--- config.mk ---
export PLATFORM = sky130hd
export DESIGN_NAME = uart_rx_oversample
export DESIGN_NICKNAME = d
export VERILOG_FILES = /design/src/rtl/uart_rx_oversample.sv
export SDC_FILE = /design/constraint.sdc
export NUM_CORES = 1
export LEC_CHECK = 0
export ABC_CLOCK_PERIOD_IN_PS = 3900
export BUFFER_PORTS_ARGS = -buffer_cell sky130_fd_sc_hd__buf_2
export CAP_MARGIN = 0
export CORE_UTILIZATION = 25
export DETAILED_ROUTE_END_ITERATION = 16
export PLACE_DENSITY = 0.44
export SLEW_MARGIN = 20
export SYNTH_ARGS = -nofsm -noshare
export SYNTH_HDL_FRONTEND = slang
export SYNTH_SLANG_ARGS = --single-unit
export TNS_END_PERCENT = 5
--- constraint.sdc ---
create_clock -name clk -period 3.9 [get_ports clk]
set_clock_uncertainty 0.15 [all_clocks]
set_input_delay 0.78 -clock clk [delete_from_list [all_inputs] [get_ports clk]]
set_output_delay 0.78 -clock clk [all_outputs]
set_load 0.02 [all_outputs]
--- src/rtl/uart_rx_oversample.sv ---
// Oversampling 8N1-style UART receiver driven by an external s_tick strobe.
// Recovers one data word per frame and flags a low stop bit.
//
// state   | meaning
// --------+-----------------------------------------------------------
// IDLE    | line high, waiting for a synchronized falling edge
// START   | counting to mid start bit to confirm it is not a glitch
// DATA    | sampling DBIT data bits mid-bit, LSB first
// STOP    | waiting SB_TICK ticks, then publishing the word
module uart_rx_oversample #(
  parameter int DBIT    = 8,
  parameter int SAMPLE  = 32,
  parameter int SB_TICK = 32
) (
  input  logic            clk,
  input  logic            reset_n,
  input  logic            rx,
  input  logic            s_tick,
  output logic [DBIT-1:0] dout,
  output logic            rx_done_tick,
  output logic            frame_err,
  output logic            busy
);

  localparam int S_MAX = (SAMPLE > SB_TICK) ? SAMPLE : SB_TICK;
  localparam int SW    = (S_MAX > 1) ? $clog2(S_MAX) : 1;
  localparam int NW    = (DBIT > 1) ? $clog2(DBIT) : 1;

  localparam logic [SW-1:0] S_HALF_LAST = SW'(SAMPLE / 2 - 1);
  localparam logic [SW-1:0] S_BIT_LAST  = SW'(SAMPLE - 1);
  localparam logic [SW-1:0] S_STOP_LAST = SW'(SB_TICK - 1);
  localparam logic [NW-1:0] N_LAST      = NW'(DBIT - 1);

  typedef enum logic [1:0] {
    ST_IDLE,
    ST_START,
    ST_DATA,
    ST_STOP
  } state_t;

  state_t          r_state;
  logic [SW-1:0]   r_s;
  logic [NW-1:0]   r_n;
  logic [DBIT-1:0] r_b;
  logic [DBIT-1:0] r_dout;
  logic            r_done;
  logic            r_ferr;
  logic            r_busy;
  logic            r_rx_meta;
  logic            r_rx_s;

  // rx is asynchronous; both stages reset to the idle (high) level
  always_ff @(posedge clk or negedge reset_n) begin
    if (!reset_n) begin
      r_rx_meta <= 1'b1;
      r_rx_s    <= 1'b1;
    end else begin
      r_rx_meta <= rx;
      r_rx_s    <= r_rx_meta;
    end
  end

  always_ff @(posedge clk or negedge reset_n) begin
    if (!reset_n) begin
      r_state <= ST_IDLE;
      r_s     <= '0;
      r_n     <= '0;
      r_b     <= '0;
      r_dout  <= '0;
      r_done  <= 1'b0;
      r_ferr  <= 1'b0;
      r_busy  <= 1'b0;
    end else begin
      r_done <= 1'b0;
      r_ferr <= 1'b0;
      case (r_state)
        ST_IDLE: begin
          if (!r_rx_s) begin
            r_state <= ST_START;
            r_s     <= '0;
            r_busy  <= 1'b1;
          end
        end
        ST_START: begin
          if (s_tick) begin
            if (r_s == S_HALF_LAST) begin
              if (!r_rx_s) begin
                r_state <= ST_DATA;
                r_s     <= '0;
                r_n     <= '0;
              end else begin
                // line went back high before mid start bit: glitch
                r_state <= ST_IDLE;
                r_busy  <= 1'b0;
              end
            end else begin
              r_s <= r_s + 1'b1;
            end
          end
        end
        ST_DATA: begin
          if (s_tick) begin
            if (r_s == S_BIT_LAST) begin
              r_s <= '0;
              r_b <= {r_rx_s, r_b[DBIT-1:1]};
              if (r_n == N_LAST) begin
                r_state <= ST_STOP;
              end else begin
                r_n <= r_n + 1'b1;
              end
            end else begin
              r_s <= r_s + 1'b1;
            end
          end
        end
        ST_STOP: begin
          if (s_tick) begin
            if (r_s == S_STOP_LAST) begin
              r_state <= ST_IDLE;
              r_busy  <= 1'b0;
              r_dout  <= r_b;
              r_done  <= 1'b1;
              r_ferr  <= ~r_rx_s;
            end else begin
              r_s <= r_s + 1'b1;
            end
          end
        end
        default: begin
          r_state <= ST_IDLE;
          r_busy  <= 1'b0;
        end
      endcase
    end
  end

  assign dout         = r_dout;
  assign rx_done_tick = r_done;
  assign frame_err    = r_ferr;
  assign busy         = r_busy;

endmodule

==> Word level (Yosys, flattened, before mapping) <==
Index checks and enable logic that the tools add are counted.
{ "classes": {"n_addsub": 2, "n_eq_ne": 18, "mux": 38, "bitwise_logic": 1, "n_reduce_logical": 9} }
{ "op_table": {"columns": ["cell", "count"], "rows": [
  ["$mux W5", 7],
  ["$ne A2 B2 Y1 const B", 12],
  ["$pmux W5 S4", 1],
  ["$mux W2", 9],
  ["$mux W3", 6],
  ["$reduce_and A7 Y1", 2],
  ["$mux W1", 12],
  ["$pmux W2 S4", 1],
  ["$reduce_and A8 Y1", 1],
  ["$pmux W3 S2", 1],
  ["$reduce_and A3 Y1", 2],
  ["$add A5 B1 Y5 const B", 1],
  ["$eq A5 B4 Y1 const B", 1],
  ["$eq A5 B5 Y1 const B", 1],
  ["$eq A2 B2 Y1 const B", 2],
  ["$reduce_and A4 Y1", 1],
  ["$add A3 B1 Y3 const B", 1],
  ["$eq A3 B3 Y1 const B", 1],
  ["$pmux W1 S3", 1],
  ["$reduce_bool A3 Y1", 1],
  ["$eq A2 B1 Y1 const B", 1],
  ["$logic_not A2 Y1", 1],
  ["$reduce_bool A2 Y1", 1],
  ["$not A1 Y1", 1]
]} }
{ "word_totals": {"reg_bits": 31, "inputBits": 4, "output_inout_bits": 11, "word_cells": 78} }

==> Depth between registers and ports, before layout <==
Gate-level depths: netlist (run 1).
{ "depth": {"depth_word": 5, "ltp_mapped": 8, "depth_no_buf": 7} }

==> Worst setup path before layout (run 1) <==
Ideal clock, no wire load.
{ "synth_timing": {"path_type": "register -> register", "start": "reg r_s[0]", "end": "reg r_s[3]", "setup_time_ns": 0.124, "arrival_time_ns": 1.921, "required_ns": 3.626, "setup_slack_ns": 1.705, "path_stages_with_launch": 9, "path_buffers": 1, "period_less_slack_ns": 2.195, "cell_sequence": "dfrtp_1 -> ha_1 -> and3_1 -> ha_1 -> buf_4 -> nand2_1 -> a21boi_0 -> or3_1 -> a211o_1"} }
{ "synth_via": {"elab_chain_cells": 4, "elab_cells_between_ends": 12, "cone_classes": "add/sub: 1; eq/ne: 3; mux: 7; reduce/logical: 1"} }
{ "synth_rtl": {"columns": ["item", "line_no", "source"], "rows": [
  ["start, declared", "42", "logic [SW-1:0] r_s;"],
  ["start signal, assigned", "97", "r_s <= r_s + 1'b1;"],
  ["start signal, assigned", "112", "r_s <= r_s + 1'b1;"],
  ["start signal, assigned", "125", "r_s <= r_s + 1'b1;"],
  ["$add A5 B1 Y5 (tied with other cells)", "97, 112, 125", null],
  ["$mux W5 (on tied branches)", "118, 103, 86", null],
  ["$mux W5 (on tied branches)", "117, 102, 85", null],
  ["$pmux W5 S4", "76", "case (r_state)"]
]} }
Several ways; a longest one is shown, not always the timed one. The select of a mux whose other input is x is not followed.
A chain may end at the register's enable or synchronous reset.

==> Final worst setup path (run 1) <==
{ "layout_timing": {"start": "reg r_s[0]", "end": "reg r_dout[4] (netlist: dout[4])"} }
{ "layout_via": {"elab_chain_cells": 2} }
{ "layout_rtl": {"columns": ["item", "line_no", "source"], "rows": [
  ["$eq A5 B5 Y1", "118", "if (r_s == S_STOP_LAST) begin"],
  ["$reduce_and A3 Y1 (no source line)", null, null],
  ["end signal, assigned", "121", "r_dout <= r_b;"],
  ["end, declared", "45", "logic [DBIT-1:0] r_dout;"]
]} }
Every way passes these cells.

==> flow_results.xml, run 1 <==
<?xml version="1.0" encoding="UTF-8"?>
<metrics>
  <group name="synth">
    <metric name="synth-warning-count" unit="">0</metric>
    <metric name="synth_area_per_cell" unit="um2">11.08</metric>
    <metric name="synth_top_flop_cell" unit="">sky130_fd_sc_hd__dfrtp_1</metric>
    <metric name="post_synth_inst_count" unit="">125</metric>
    <metric name="netlist_area" unit="mm2">0.001385</metric>
    <metric name="synth_fp_nets" unit="">134</metric>
    <metric name="synth.ff_latch_count" unit="">31</metric>
    <metric name="synth_edf_count" unit="">0</metric>
    <metric name="synthArstFlopShare" unit="">1.000</metric>
    <metric name="synth_cell_types" unit="">34</metric>
    <metric name="yosysSeqAreaShare" unit="">0.5619</metric>
  </group>
  <group name="sta">
    <metric name="slew_headroom" unit="">0.5402</metric>
    <metric name="final-hold-violation-count" unit="">0</metric>
    <metric name="setup_violations" unit="">0</metric>
    <metric name="slew_violations" unit="">0</metric>
    <metric name="final_min_period_over_clock_period" unit="">0.6013</metric>
    <metric name="tightest_slew" unit="ps">689.7</metric>
    <metric name="fin_tns_setup" unit="ps">0</metric>
    <metric name="max_clock_freq" unit="MHz">426.4</metric>
    <metric name="rsz0062_at_grt" unit="">false</metric>
    <metric name="period_needed" unit="ps">2345</metric>
  </group>
  <group name="critical_path">
    <metric name="path_cells" unit="">ha_1, and3_1, ha_1, nand4_1, clkinv_1, nand2_1, nand2_1</metric>
    <metric name="startpoint" unit="">r_s[0]$_DFFE_PN0P_</metric>
    <metric name="critical_path.startpoint_type" unit="">flip-flop</metric>
    <metric name="critical_path.n_buffers_inverters" unit="">1</metric>
    <metric name="cp_max_fo" unit="">10</metric>
    <metric name="reg2reg_slack" unit="ps">1550</metric>
    <metric name="critical-path-top-delay-family" unit="">simple AND/OR/NAND/NOR gates</metric>
    <metric name="r2r_cells" unit="">7</metric>
    <metric name="critical_path_slowest_stage_cell" unit="">sky130_fd_sc_hd__dfrtp_1</metric>
    <metric name="cpPeakStageDelay" unit="ps">400</metric>
    <metric name="criticalPathCategory" unit="">reg -&gt; reg</metric>
    <metric name="timing.critical_path.depth" unit="">7</metric>
    <metric name="timing.rr.start" unit="">r_s[0]$_DFFE_PN0P_</metric>
    <metric name="crit-reg2reg-capture" unit="">dout[4]$_DFFE_PN0P_</metric>
    <metric name="critPathCaptureType" unit="">flip-flop</metric>
    <metric name="worst-endpoint-required" unit="ps">3920</metric>
    <metric name="critPathArrivalTime" unit="ps">2360</metric>
  </group>
  <group name="global_route">
    <metric name="number_of_global_route_vias_before_repair" unit="">998</metric>
    <metric name="grt-ovfl-total" unit="">0</metric>
    <metric name="grt_max_degree" unit="">32</metric>
    <metric name="grt_usage" unit="">0.1058</metric>
    <metric name="grt_antenna_before_repair" unit="">0</metric>
    <metric name="wire_length_of_the_first_global_routing_pass" unit="um">4698</metric>
  </group>
  <group name="cts">
    <metric name="ctsResizeCount" unit="">0</metric>
    <metric name="post_cts_hold_buffer_count" unit="">0</metric>
    <metric name="cts_max_path_buffers" unit="">2</metric>
    <metric name="cts_made_buffers" unit="">5</metric>
    <metric name="cts_root_buf" unit="">sky130_fd_sc_hd__clkbuf_8</metric>
    <metric name="path_clk_slew" unit="ps">60</metric>
    <metric name="htree_num_levels" unit="">2</metric>
    <metric name="clock-sinks" unit="">31</metric>
    <metric name="cts_post_setup_buffers_inserted" unit="">0</metric>
    <metric name="tritoncts" unit="">yes</metric>
    <metric name="clkLatencyLatePin" unit="ps">280</metric>
  </group>
  <group name="detailed_routing">
    <metric name="vias_post_dr" unit="">929</metric>
    <metric name="drt_first_pass_iters" unit="">4</metric>
    <metric name="wl" unit="um">2633</metric>
    <metric name="drt_iter0_markers" unit="">48</metric>
    <metric name="route.detailed.drc" unit="">0</metric>
    <metric name="detail_route.vias_per_cell" unit="">4.362</metric>
    <metric name="drtAntennaViolNets" unit="">0</metric>
    <metric name="avg_wl_per_cell" unit="um">12.36</metric>
  </group>
  <group name="placed_design">
    <metric name="post_placement_cell_area" unit="mm2">0.001514</metric>
    <metric name="inst_count_dp" unit="">205</metric>
    <metric name="detailed_place_hpwl" unit="um">1777</metric>
    <metric name="place_congestion" unit="">0.8062</metric>
    <metric name="io_buffer_count" unit="">14</metric>
  </group>
  <group name="final_layout">
    <metric name="finalInstanceArea" unit="mm2">0.001605</metric>
    <metric name="final_cell_mix" unit="">sky130_fd_sc_hd__nand2_1, sky130_fd_sc_hd__dfrtp_1, sky130_fd_sc_hd__buf_2, sky130_fd_sc_hd__mux2_2, sky130_fd_sc_hd__inv_1</metric>
    <metric name="most_common_cell_after_layout_fill_and_taps_aside" unit="">sky130_fd_sc_hd__nand2_1</metric>
    <metric name="nFillCells" unit="">552</metric>
    <metric name="antenna_cells" unit="">0</metric>
    <metric name="area_grow_syn2layout" unit="%">15.90</metric>
    <metric name="design.final.nets" unit="">151</metric>
    <metric name="fraction_of_layout_cells_with_a_size_suffix_above_1" unit="">0.2448</metric>
    <metric name="post_layout_nonfiller_instances" unit="">213</metric>
  </group>
  <group name="die">
    <metric name="rows" unit="">26</metric>
    <metric name="io_pins" unit="">15</metric>
    <metric name="initial_core_util" unit="">0.2661</metric>
    <metric name="core_region_area" unit="mm2">0.005205</metric>
    <metric name="floorplan.die_area" unit="mm2">0.005842</metric>
    <metric name="fp.dieH" unit="um">76.44</metric>
    <metric name="dieWidth" unit="um">76.44</metric>
  </group>
  <group name="min_path">
    <metric name="min_path_cells" unit="">0</metric>
    <metric name="worst_hold_endpoint" unit="">r_rx_s$_DFF_PN1_</metric>
    <metric name="timing.hold.worst.start" unit="">r_rx_meta$_DFF_PN1_</metric>
    <metric name="holdCritPathClass" unit="">reg -&gt; reg</metric>
  </group>
  <group name="pwr">
    <metric name="vdd_drop_max" unit="V">0.0001989</metric>
    <metric name="power_density" unit="mW/mm2">493.4</metric>
    <metric name="p_leak" unit="uW">0.0008097</metric>
  </group>
  <group name="flow_run">
    <metric name="maxCapViolCount" unit="">0</metric>
  </group>
  <group name="outcome">
    <metric name="status" unit="">completed</metric>
  </group>
</metrics>
==> final cells by class <==
class                           instances  area [um2]  share of cell area
Tap cell                               70       87.58             0.05456
Multi-Input combinational cell         82       548.0              0.3414
Sequential cell                        31       778.2              0.4848
Timing Repair Buffer                   14       70.07             0.04365
Clock inverter                          1       5.005            0.003118
Inverter                                8       30.03             0.01871
Clock buffer                            7       86.33             0.05378
==> power breakdown <==
group / leakage (uW) / internal [uW] / switching (uW) / total (uW)
logic: 0.000362 / 64.9 / 66.7 / 132
clock network: 0.0000482 / 142 / 118 / 260
registers: 0.000400 / 359 / 41.0 / 400
==> through the flow <==
step	power, uW	utilization	setup slack (ps)	hold WS, ps
floorplan	501.2	-	1705	195.2
global placement	533.3	0.2909	1629	197.6
detailed placement	538.4	0.2909	1578	197.2
CTS	803.0	0.3084	1549	206.3
global route	848.9	0.3084	1359	210.8
finish	792.0	0.3084	1555	205.8
==> flip-flops by register name, indices dropped and copies added, names as in the netlist, named ones only <==
signal / flops
r_rx_meta: 1
busy: 1
r_n: 3
r_s: 5
r_state: 1
r_rx_s: 1
frame_err: 1
dout: 8
r_b: 8
rx_done_tick: 1
==> per-layer routing <==
| layer | global-route usage | part of all wire |
|---|---|---|
| met2 | 0.1595 | 0.45 |
| met1 | 0.1310 | 0.48 |
| met5 | 0 | 0 |
| met3 | 0.03473 | 0.047 |
| met4 | 0.06346 | 0.017 |
==> worst reg2reg max path, stage by stage (launching register included) <==
cell,delay (ps)
sky130_fd_sc_hd__dfrtp_1,400
sky130_fd_sc_hd__ha_1,240
sky130_fd_sc_hd__and3_1,200
sky130_fd_sc_hd__ha_1,290
sky130_fd_sc_hd__nand4_1,400
sky130_fd_sc_hd__clkinv_1,350
sky130_fd_sc_hd__nand2_1,140
sky130_fd_sc_hd__nand2_1,70
==> cell families (layout without fill, tap and decap cells) <==
family | Yosys count | after routing | share of synthesized area
adder cells (fa/ha/maj) | 5 | 5 | 0.04517
flip-flops | 31 | 31 | 0.5619
AO/OA/AOI/OAI | 16 | 16 | 0.07950
AND/OR/NAND/NOR | 49 | 49 | 0.1680
buffers and inverters | 12 | 30 | 0.04246
multiplexers | 12 | 12 | 0.1030
==> worst max path at each step <==
stage	endpoint
finish	dout[4]$_DFFE_PN0P_
floorplan	r_s[3]$_DFFE_PN0P_
CTS	dout[4]$_DFFE_PN0P_
detailed placement	dout[4]$_DFFE_PN0P_
global placement	r_s[3]$_DFFE_PN0P_
global route	dout[4]$_DFFE_PN0P_
==> Yosys cell counts, types with 2 or more instances <==
master                    instances  area (um2)
sky130_fd_sc_hd__inv_1            7       26.28
sky130_fd_sc_hd__dfrtp_1         29       725.7
sky130_fd_sc_hd__or3_1            2       12.51
sky130_fd_sc_hd__mux2_2           8       90.09
sky130_fd_sc_hd__nor3b_1          2       15.01
sky130_fd_sc_hd__nor3_1           2       10.01
sky130_fd_sc_hd__o21ai_0          5       25.02
sky130_fd_sc_hd__a21oi_1          3       15.01
sky130_fd_sc_hd__buf_2            2       10.01
sky130_fd_sc_hd__nand2_1         30       112.6
sky130_fd_sc_hd__and3_1           2       12.51
sky130_fd_sc_hd__ha_1             5       62.56
sky130_fd_sc_hd__mux2i_1          3       30.03
sky130_fd_sc_hd__nor2_1           2       7.510
sky130_fd_sc_hd__nand3_1          3       15.01
sky130_fd_sc_hd__dfstp_2          2       52.55
Note: power is estimated with default switching activity, not from simulation.
==> run 2, diff against run 1 <==
--- a/config.mk
+++ b/config.mk
@@ -5,12 +5,12 @@
 export SDC_FILE = /design/constraint.sdc
 export NUM_CORES = 1
 export LEC_CHECK = 0
-export ABC_CLOCK_PERIOD_IN_PS = 3900
+export ABC_CLOCK_PERIOD_IN_PS = 2100
 export BUFFER_PORTS_ARGS = -buffer_cell sky130_fd_sc_hd__buf_2
 export CAP_MARGIN = 0
 export CORE_UTILIZATION = 25
 export DETAILED_ROUTE_END_ITERATION = 16
-export PLACE_DENSITY = 0.44
+export PLACE_DENSITY = 0.45
 export SLEW_MARGIN = 20
 export SYNTH_ARGS = -nofsm -noshare
 export SYNTH_HDL_FRONTEND = slang
==> constraint.sdc (replaced) <==
create_clock -name clk -period 2.1 [get_ports clk]
set_clock_uncertainty 0.15 [all_clocks]
set_input_delay 0.42 -clock clk [delete_from_list [all_inputs] [get_ports clk]]
set_output_delay 0.42 -clock clk [all_outputs]
set_load 0.02 [all_outputs]
==> flow_results.xml, run 2 (synthesized netlist as in run 1, its figures left out) <==
<?xml version="1.0" encoding="UTF-8"?>
<metrics>
  <group name="final_layout">
    <metric name="nFillCells" unit="">544</metric>
    <metric name="area_grow_syn2layout" unit="%">20.87</metric>
    <metric name="antenna_cells" unit="">0</metric>
    <metric name="design.final.nets" unit="">158</metric>
    <metric name="post_layout_nonfiller_instances" unit="">220</metric>
    <metric name="final_cell_mix" unit="">sky130_fd_sc_hd__nand2_1, sky130_fd_sc_hd__dfrtp_1, sky130_fd_sc_hd__buf_2, sky130_fd_sc_hd__mux2_2</metric>
    <metric name="most_common_cell_after_layout_fill_and_taps_aside" unit="">sky130_fd_sc_hd__nand2_1</metric>
    <metric name="finished_core_util" unit="">0.3216</metric>
    <metric name="finalInstanceArea" unit="mm2">0.001674</metric>
    <metric name="fraction_of_layout_cells_with_a_size_suffix_above_1" unit="">0.3067</metric>
  </group>
  <group name="global_route">
    <metric name="number_of_global_route_vias_before_repair" unit="">1000</metric>
    <metric name="grt_usage" unit="">0.1048</metric>
    <metric name="grt_antenna_before_repair" unit="">0</metric>
    <metric name="wire_length_of_the_first_global_routing_pass" unit="um">4636</metric>
    <metric name="grt-ovfl-total" unit="">0</metric>
    <metric name="grt_max_degree" unit="">32</metric>
  </group>
  <group name="critical_path">
    <metric name="cpPeakStageDelay" unit="ps">390</metric>
    <metric name="criticalPathCategory" unit="">reg -&gt; reg</metric>
    <metric name="startpoint" unit="">r_s[1]$_DFFE_PN0P_</metric>
    <metric name="critPathCaptureType" unit="">flip-flop</metric>
    <metric name="critical_path.startpoint_type" unit="">flip-flop</metric>
    <metric name="worst-endpoint-required" unit="ps">2120</metric>
    <metric name="critical_path_slowest_stage_cell" unit="">sky130_fd_sc_hd__dfrtp_1</metric>
    <metric name="critPathArrivalTime" unit="ps">2070</metric>
    <metric name="timing.rr.start" unit="">r_s[1]$_DFFE_PN0P_</metric>
    <metric name="critical_path.n_buffers_inverters" unit="">0</metric>
    <metric name="critical-path-top-delay-family" unit="">simple AND/OR/NAND/NOR gates</metric>
    <metric name="reg2reg_slack" unit="ps">40</metric>
    <metric name="path_cells" unit="">ha_2, and3_4, ha_2, and2b_1, nor3b_1, or3_1, a211o_1</metric>
    <metric name="cp_max_fo" unit="">2</metric>
    <metric name="cell_occurring_most_often_along_the_worst_timing_path" unit="">sky130_fd_sc_hd__ha_2</metric>
  </group>
  <group name="pwr">
    <metric name="switching_power" unit="uW">438.9</metric>
    <metric name="p_seq_frac" unit="">0.478</metric>
    <metric name="vdd_drop_max" unit="V">0.0002522</metric>
    <metric name="power_switching_share" unit="">0.2908</metric>
    <metric name="power_density" unit="mW/mm2">901.4</metric>
    <metric name="power.share.combinational" unit="">0.223</metric>
    <metric name="p_leak" unit="uW">0.0008343</metric>
    <metric name="intPower" unit="uW">1070</metric>
    <metric name="clkPwrFrac" unit="">0.299</metric>
  </group>
  <group name="sta">
    <metric name="max_clock_freq" unit="MHz">486.6</metric>
    <metric name="rsz0062_at_grt" unit="">true</metric>
    <metric name="period_needed" unit="ps">2055</metric>
    <metric name="final_min_period_over_clock_period" unit="">0.9786</metric>
    <metric name="fin_worst_hold_slack" unit="ps">28.07</metric>
    <metric name="final_critical_path_setup_slack" unit="ps">44.89</metric>
    <metric name="setup_violations" unit="">0</metric>
    <metric name="tightest_slew" unit="ps">687.8</metric>
    <metric name="slew_violations" unit="">0</metric>
    <metric name="final-hold-violation-count" unit="">0</metric>
    <metric name="slew_headroom" unit="">0.5415</metric>
  </group>
  <group name="placed_design">
    <metric name="setup_slack_placement" unit="ps">-15.49</metric>
    <metric name="post_placement_cell_area" unit="mm2">0.001572</metric>
    <metric name="place_congestion" unit="">0.7690</metric>
    <metric name="inst_count_dp" unit="">212</metric>
    <metric name="io_buffer_count" unit="">14</metric>
    <metric name="detailed_place_hpwl" unit="um">1804</metric>
  </group>
  <group name="detailed_routing">
    <metric name="vias_post_dr" unit="">968</metric>
    <metric name="route.detailed.drc" unit="">0</metric>
    <metric name="drt_iter0_markers" unit="">35</metric>
    <metric name="wl" unit="um">2687</metric>
    <metric name="drtAntennaViolNets" unit="">0</metric>
    <metric name="detail_route.vias_per_cell" unit="">4.400</metric>
    <metric name="drt_first_pass_iters" unit="">4</metric>
    <metric name="avg_wl_per_cell" unit="um">12.21</metric>
  </group>
  <group name="die">
    <metric name="dieWidth" unit="um">76.44</metric>
    <metric name="core_region_area" unit="mm2">0.005205</metric>
    <metric name="io_pins" unit="">15</metric>
    <metric name="initial_core_util" unit="">0.2661</metric>
    <metric name="fp.dieH" unit="um">76.44</metric>
    <metric name="floorplan.die_area" unit="mm2">0.005842</metric>
    <metric name="rows" unit="">26</metric>
  </group>
  <group name="cts">
    <metric name="cts_root_buf" unit="">sky130_fd_sc_hd__clkbuf_8</metric>
    <metric name="clock-sinks" unit="">31</metric>
    <metric name="cts_made_buffers" unit="">5</metric>
    <metric name="path_clk_slew" unit="ps">60</metric>
    <metric name="clkLatencyLatePin" unit="ps">280</metric>
    <metric name="htree_num_levels" unit="">2</metric>
    <metric name="cts_max_path_buffers" unit="">2</metric>
    <metric name="tritoncts" unit="">yes</metric>
  </group>
  <group name="min_path">
    <metric name="holdCritPathClass" unit="">in -&gt; async</metric>
  </group>
  <group name="flow_run">
    <metric name="maxCapViolCount" unit="">0</metric>
  </group>
  <group name="outcome">
    <metric name="status" unit="">completed</metric>
  </group>
</metrics>
## run 2: timing repair
action,4_1_cts,5_1_grt
hold buffers,0,0
setup buffers,0,0
setup endpoints to repair,1,7
resized for setup,1,2
pin swaps,2,1
## run 2: layout make-up
class / instances / area, um2 / area share
repair buffers: 21 / 122.6 / 0.07324
clock inverters: 2 / 12.51 / 0.007474
well taps: 70 / 87.58 / 0.05232
flip-flops and latches: 31 / 778.2 / 0.4649
clock buffers: 6 / 72.57 / 0.04335
inverters: 8 / 30.03 / 0.01794
multi-input cells: 82 / 570.5 / 0.3408
## run 2: per-layer routing
| metal | routed length (um) | part of all wire | vias up | GRT usage |
|---|---|---|---|---|
| met5 | 0 | 0 | - | 0 |
| met1 | 1350 | 0.50 | 473 | 0.1345 |
| met4 | 8 | 0.0030 | 0 | 0.04038 |
| met3 | 141 | 0.052 | 2 | 0.04910 |
| li1 | - | - | 474 | - |
| met2 | 1187 | 0.44 | 19 | 0.1514 |
## run 2: worst reg2reg max path, cell delays in order, from the launching register on
cell and delay, ps:
sky130_fd_sc_hd__dfrtp_1 390, sky130_fd_sc_hd__ha_2 190, sky130_fd_sc_hd__and3_4 170, sky130_fd_sc_hd__ha_2 170, sky130_fd_sc_hd__and2b_1 200, sky130_fd_sc_hd__nor3b_1 60, sky130_fd_sc_hd__or3_1 370, sky130_fd_sc_hd__a211o_1 260
## run 2: final timing paths
path                                       endpoint  cells past startpoint
worst max register to register   r_s[3]$_DFFE_PN0P_                      7
max in group asynchronous       dout[2]$_DFFE_PN0P_                      1
worst min register to register     r_rx_s$_DFF_PN1_                      0
min in group clk                r_rx_meta$_DFF_PN1_                      1
worst min-delay path               busy$_DFFE_PN0P_                      1
worst max-delay path             r_s[3]$_DFFE_PN0P_                      7
## run 2: power groups by stage
stage          clock network [uW]  registers [uW]  logic [uW]
6_report                      451             721         337
4_1_cts                       474             720         328
3_5_place_dp                    0             730         320
2_1_floorplan                   0             720         214
5_1_grt                       513             728         388
3_3_place_gp                    0             725         320
## run 2: metrics by stage
stage                     TNS, ps  total power (uW)
after global routing       -119.0              1629
after global placement          0              1045
final                           0              1509
after CTS                       0              1523
after detailed placement   -15.49              1050
after floorplan                 0             933.8
==> run 3, diff against run 2 <==
--- a/config.mk
+++ b/config.mk
@@ -8,9 +8,9 @@
 export ABC_CLOCK_PERIOD_IN_PS = 2100
 export BUFFER_PORTS_ARGS = -buffer_cell sky130_fd_sc_hd__buf_2
 export CAP_MARGIN = 0
-export CORE_UTILIZATION = 25
+export CORE_UTILIZATION = 51
 export DETAILED_ROUTE_END_ITERATION = 16
-export PLACE_DENSITY = 0.45
+export PLACE_DENSITY = 0.77
 export SLEW_MARGIN = 20
 export SYNTH_ARGS = -nofsm -noshare
 export SYNTH_HDL_FRONTEND = slang
==> flow_results.xml, run 3 (synthesized netlist as in run 1, its figures left out) <==
<?xml version="1.0" encoding="UTF-8"?>
<metrics>
  <group name="sta">
    <metric name="final-hold-violation-count" unit="">0</metric>
    <metric name="slew_headroom" unit="">0.5679</metric>
    <metric name="max_clock_freq" unit="MHz">476.4</metric>
    <metric name="rsz0062_at_grt" unit="">true</metric>
    <metric name="setup_violations" unit="">0</metric>
    <metric name="period_needed" unit="ps">2099</metric>
    <metric name="tightest_slew" unit="ps">648.2</metric>
    <metric name="fin_tns_setup" unit="ps">0</metric>
    <metric name="slew_violations" unit="">0</metric>
    <metric name="final_min_period_over_clock_period" unit="">0.9996</metric>
  </group>
  <group name="die">
    <metric name="core_region_area" unit="mm2">0.002522</metric>
    <metric name="io_pins" unit="">15</metric>
    <metric name="initial_core_util" unit="">0.5491</metric>
    <metric name="fp.dieH" unit="um">54.12</metric>
    <metric name="dieWidth" unit="um">54.12</metric>
    <metric name="rows" unit="">18</metric>
    <metric name="floorplan.die_area" unit="mm2">0.002928</metric>
  </group>
  <group name="global_route">
    <metric name="wire_length_of_the_first_global_routing_pass" unit="um">3898</metric>
    <metric name="number_of_global_route_vias_before_repair" unit="">920</metric>
    <metric name="grt-ovfl-total" unit="">0</metric>
    <metric name="grt_usage" unit="">0.2028</metric>
    <metric name="grt_max_degree" unit="">32</metric>
    <metric name="grt_antenna_before_repair" unit="">0</metric>
  </group>
  <group name="flow_run">
    <metric name="maxCapViolCount" unit="">0</metric>
  </group>
  <group name="critical_path">
    <metric name="r2r_cells" unit="">7</metric>
    <metric name="worst-endpoint-required" unit="ps">2160</metric>
    <metric name="cp_max_fo" unit="">2</metric>
    <metric name="critPathCaptureType" unit="">flip-flop</metric>
    <metric name="criticalPathCategory" unit="">reg -&gt; reg</metric>
    <metric name="critical_path.startpoint_type" unit="">flip-flop</metric>
    <metric name="critPathArrivalTime" unit="ps">2160</metric>
  </group>
  <group name="placed_design">
    <metric name="detailed_place_hpwl" unit="um">1730</metric>
    <metric name="place_congestion" unit="">0.7588</metric>
    <metric name="io_buffer_count" unit="">14</metric>
  </group>
  <group name="final_layout">
    <metric name="area_grow_syn2layout" unit="%">16.53</metric>
    <metric name="fraction_of_layout_cells_with_a_size_suffix_above_1" unit="">0.3067</metric>
    <metric name="most_common_cell_after_layout_fill_and_taps_aside" unit="">sky130_fd_sc_hd__nand2_1</metric>
    <metric name="nFillCells" unit="">213</metric>
    <metric name="antenna_cells" unit="">0</metric>
    <metric name="final_cell_mix" unit="">sky130_fd_sc_hd__nand2_1, sky130_fd_sc_hd__dfrtp_1, sky130_fd_sc_hd__buf_2, sky130_fd_sc_hd__mux2_2, sky130_fd_sc_hd__inv_1</metric>
    <metric name="finished_core_util" unit="">0.6399</metric>
    <metric name="design.final.nets" unit="">158</metric>
  </group>
  <group name="pwr">
    <metric name="intPower" unit="uW">1028</metric>
    <metric name="power.share.combinational" unit="">0.219</metric>
    <metric name="clkPwrFrac" unit="">0.274</metric>
    <metric name="vdd_drop_max" unit="V">0.0006663</metric>
    <metric name="p_leak" unit="uW">0.0008295</metric>
    <metric name="switching_power" unit="uW">418.4</metric>
    <metric name="power_switching_share" unit="">0.2894</metric>
    <metric name="p_seq_frac" unit="">0.506</metric>
    <metric name="power_density" unit="mW/mm2">895.9</metric>
  </group>
  <group name="detailed_routing">
    <metric name="drt_iter0_markers" unit="">10</metric>
    <metric name="route.detailed.drc" unit="">0</metric>
    <metric name="vias_post_dr" unit="">968</metric>
    <metric name="drt_first_pass_iters" unit="">4</metric>
    <metric name="detail_route.vias_per_cell" unit="">5.378</metric>
    <metric name="wl" unit="um">2399</metric>
    <metric name="drtAntennaViolNets" unit="">0</metric>
    <metric name="avg_wl_per_cell" unit="um">13.33</metric>
  </group>
  <group name="cts">
    <metric name="cts_post_setup_buffers_inserted" unit="">0</metric>
    <metric name="clkLatencyLatePin" unit="ps">330</metric>
    <metric name="tritoncts" unit="">yes</metric>
    <metric name="path_clk_slew" unit="ps">90</metric>
    <metric name="cts_max_path_buffers" unit="">2</metric>
    <metric name="clock-sinks" unit="">31</metric>
    <metric name="htree_num_levels" unit="">2</metric>
    <metric name="cts_made_buffers" unit="">5</metric>
    <metric name="cts_root_buf" unit="">sky130_fd_sc_hd__clkbuf_4</metric>
  </group>
  <group name="min_path">
    <metric name="min_path_cells" unit="">1</metric>
    <metric name="holdCritPathClass" unit="">in -&gt; reg</metric>
  </group>
  <group name="outcome">
    <metric name="status" unit="">completed</metric>
  </group>
</metrics>
## run 3: cell count changes in the layout (fill, tap and decap cells not counted)
| cell | before | now |
|---|---|---|
| sky130_fd_sc_hd__clkbuf_4 | 0 | 5 |
| sky130_fd_sc_hd__clkbuf_8 | 5 | 2 |
| sky130_fd_sc_hd__dlygate4sd3_1 | 0 | 1 |
| sky130_fd_sc_hd__clkbuf_1 | 1 | 0 |
| sky130_fd_sc_hd__buf_4 | 7 | 6 |
| sky130_fd_sc_hd__clkinv_2 | 1 | 0 |
## run 3: critical path, cell delays in order, from the launching register on
cell and delay [ps]:
sky130_fd_sc_hd__dfrtp_1 390, sky130_fd_sc_hd__ha_2 190, sky130_fd_sc_hd__and3_4 170, sky130_fd_sc_hd__ha_2 170, sky130_fd_sc_hd__and2b_1 210, sky130_fd_sc_hd__nor3b_1 60
sky130_fd_sc_hd__or3_1 380, sky130_fd_sc_hd__a211o_1 270
## run 3: final timing paths
| kind | start | endpoint | slack (ps) |
|---|---|---|---|
| max | r_s[1]$_DFFE_PN0P_ | r_s[3]$_DFFE_PN0P_ | 0.9 |
| max in group asynchronous | reset_n | asynchronous set/reset pin | 890 |
| min reg2reg | r_rx_meta$_DFF_PN1_ | r_rx_s$_DFF_PN1_ | 220 |
| min in group asynchronous | reset_n | dout[4]$_DFFE_PN0P_ | 480 |
| max reg2reg | r_s[1]$_DFFE_PN0P_ | r_s[3]$_DFFE_PN0P_ | 0.9 |
| min | rx | r_rx_meta$_DFF_PN1_ | 30 |
## run 3: repair_timing
| action | in CTS | in global routing |
|---|---|---|
| pin swaps | 2 | 1 |
| cloned | 0 | 0 |
| endpoints found under the hold margin | 29 | 0 |
| hold buffers | 1 | 0 |
| resized for setup | 1 | 2 |
| setup endpoints to repair | 1 | 5 |
## run 3: final cells by class
| class | instances | area [um2] | share of cell area |
|---|---|---|---|
| sequential | 31 | 778.2 | 0.4822 |
| multi-input combinational | 82 | 570.5 | 0.3535 |
| timing repair buffer | 21 | 125.1 | 0.07752 |
| clock buffer | 7 | 65.06 | 0.04031 |
| tap | 30 | 37.54 | 0.02326 |
| inverter | 8 | 30.03 | 0.01860 |
| clock inverter | 1 | 7.507 | 0.004651 |
## run 3: layer usage
layer  vias to the layer above  part of all wire  wire length [um]  track usage
li1                        482                 -                 -            -
met1                       461              0.44              1066       0.2255
met2                        21              0.49              1167       0.3148
met3                         4             0.055               133      0.07627
met4                         0             0.013                32       0.1496
met5                         -                 0                 0            0
## run 3: power by group through the flow
stage / Clock (uW) / Sequential, uW / Combinational [uW]
2_1_floorplan: 0 / 720 / 214
3_3_place_gp: 0 / 737 / 286
3_5_place_dp: 0 / 742 / 300
4_1_cts: 408 / 732 / 306
5_1_grt: 438 / 744 / 363
6_report: 397 / 732 / 317
## run 3: stage by stage
stage	hold slack [ps]	instances	worst slack (ps)	total power, uW	cell area [um2]
3_5_place_dp	204.4	171	-30.01	1042	1514
5_1_grt	1.745	180	-99.35	1544	1614
2_1_floorplan	-25.59	125	5.159	933.8	1390
4_1_cts	18.66	180	-8.132	1447	1602
6_report	33.31	180	0.8782	1446	1614
3_3_place_gp	196.2	171	31.15	1022	1514
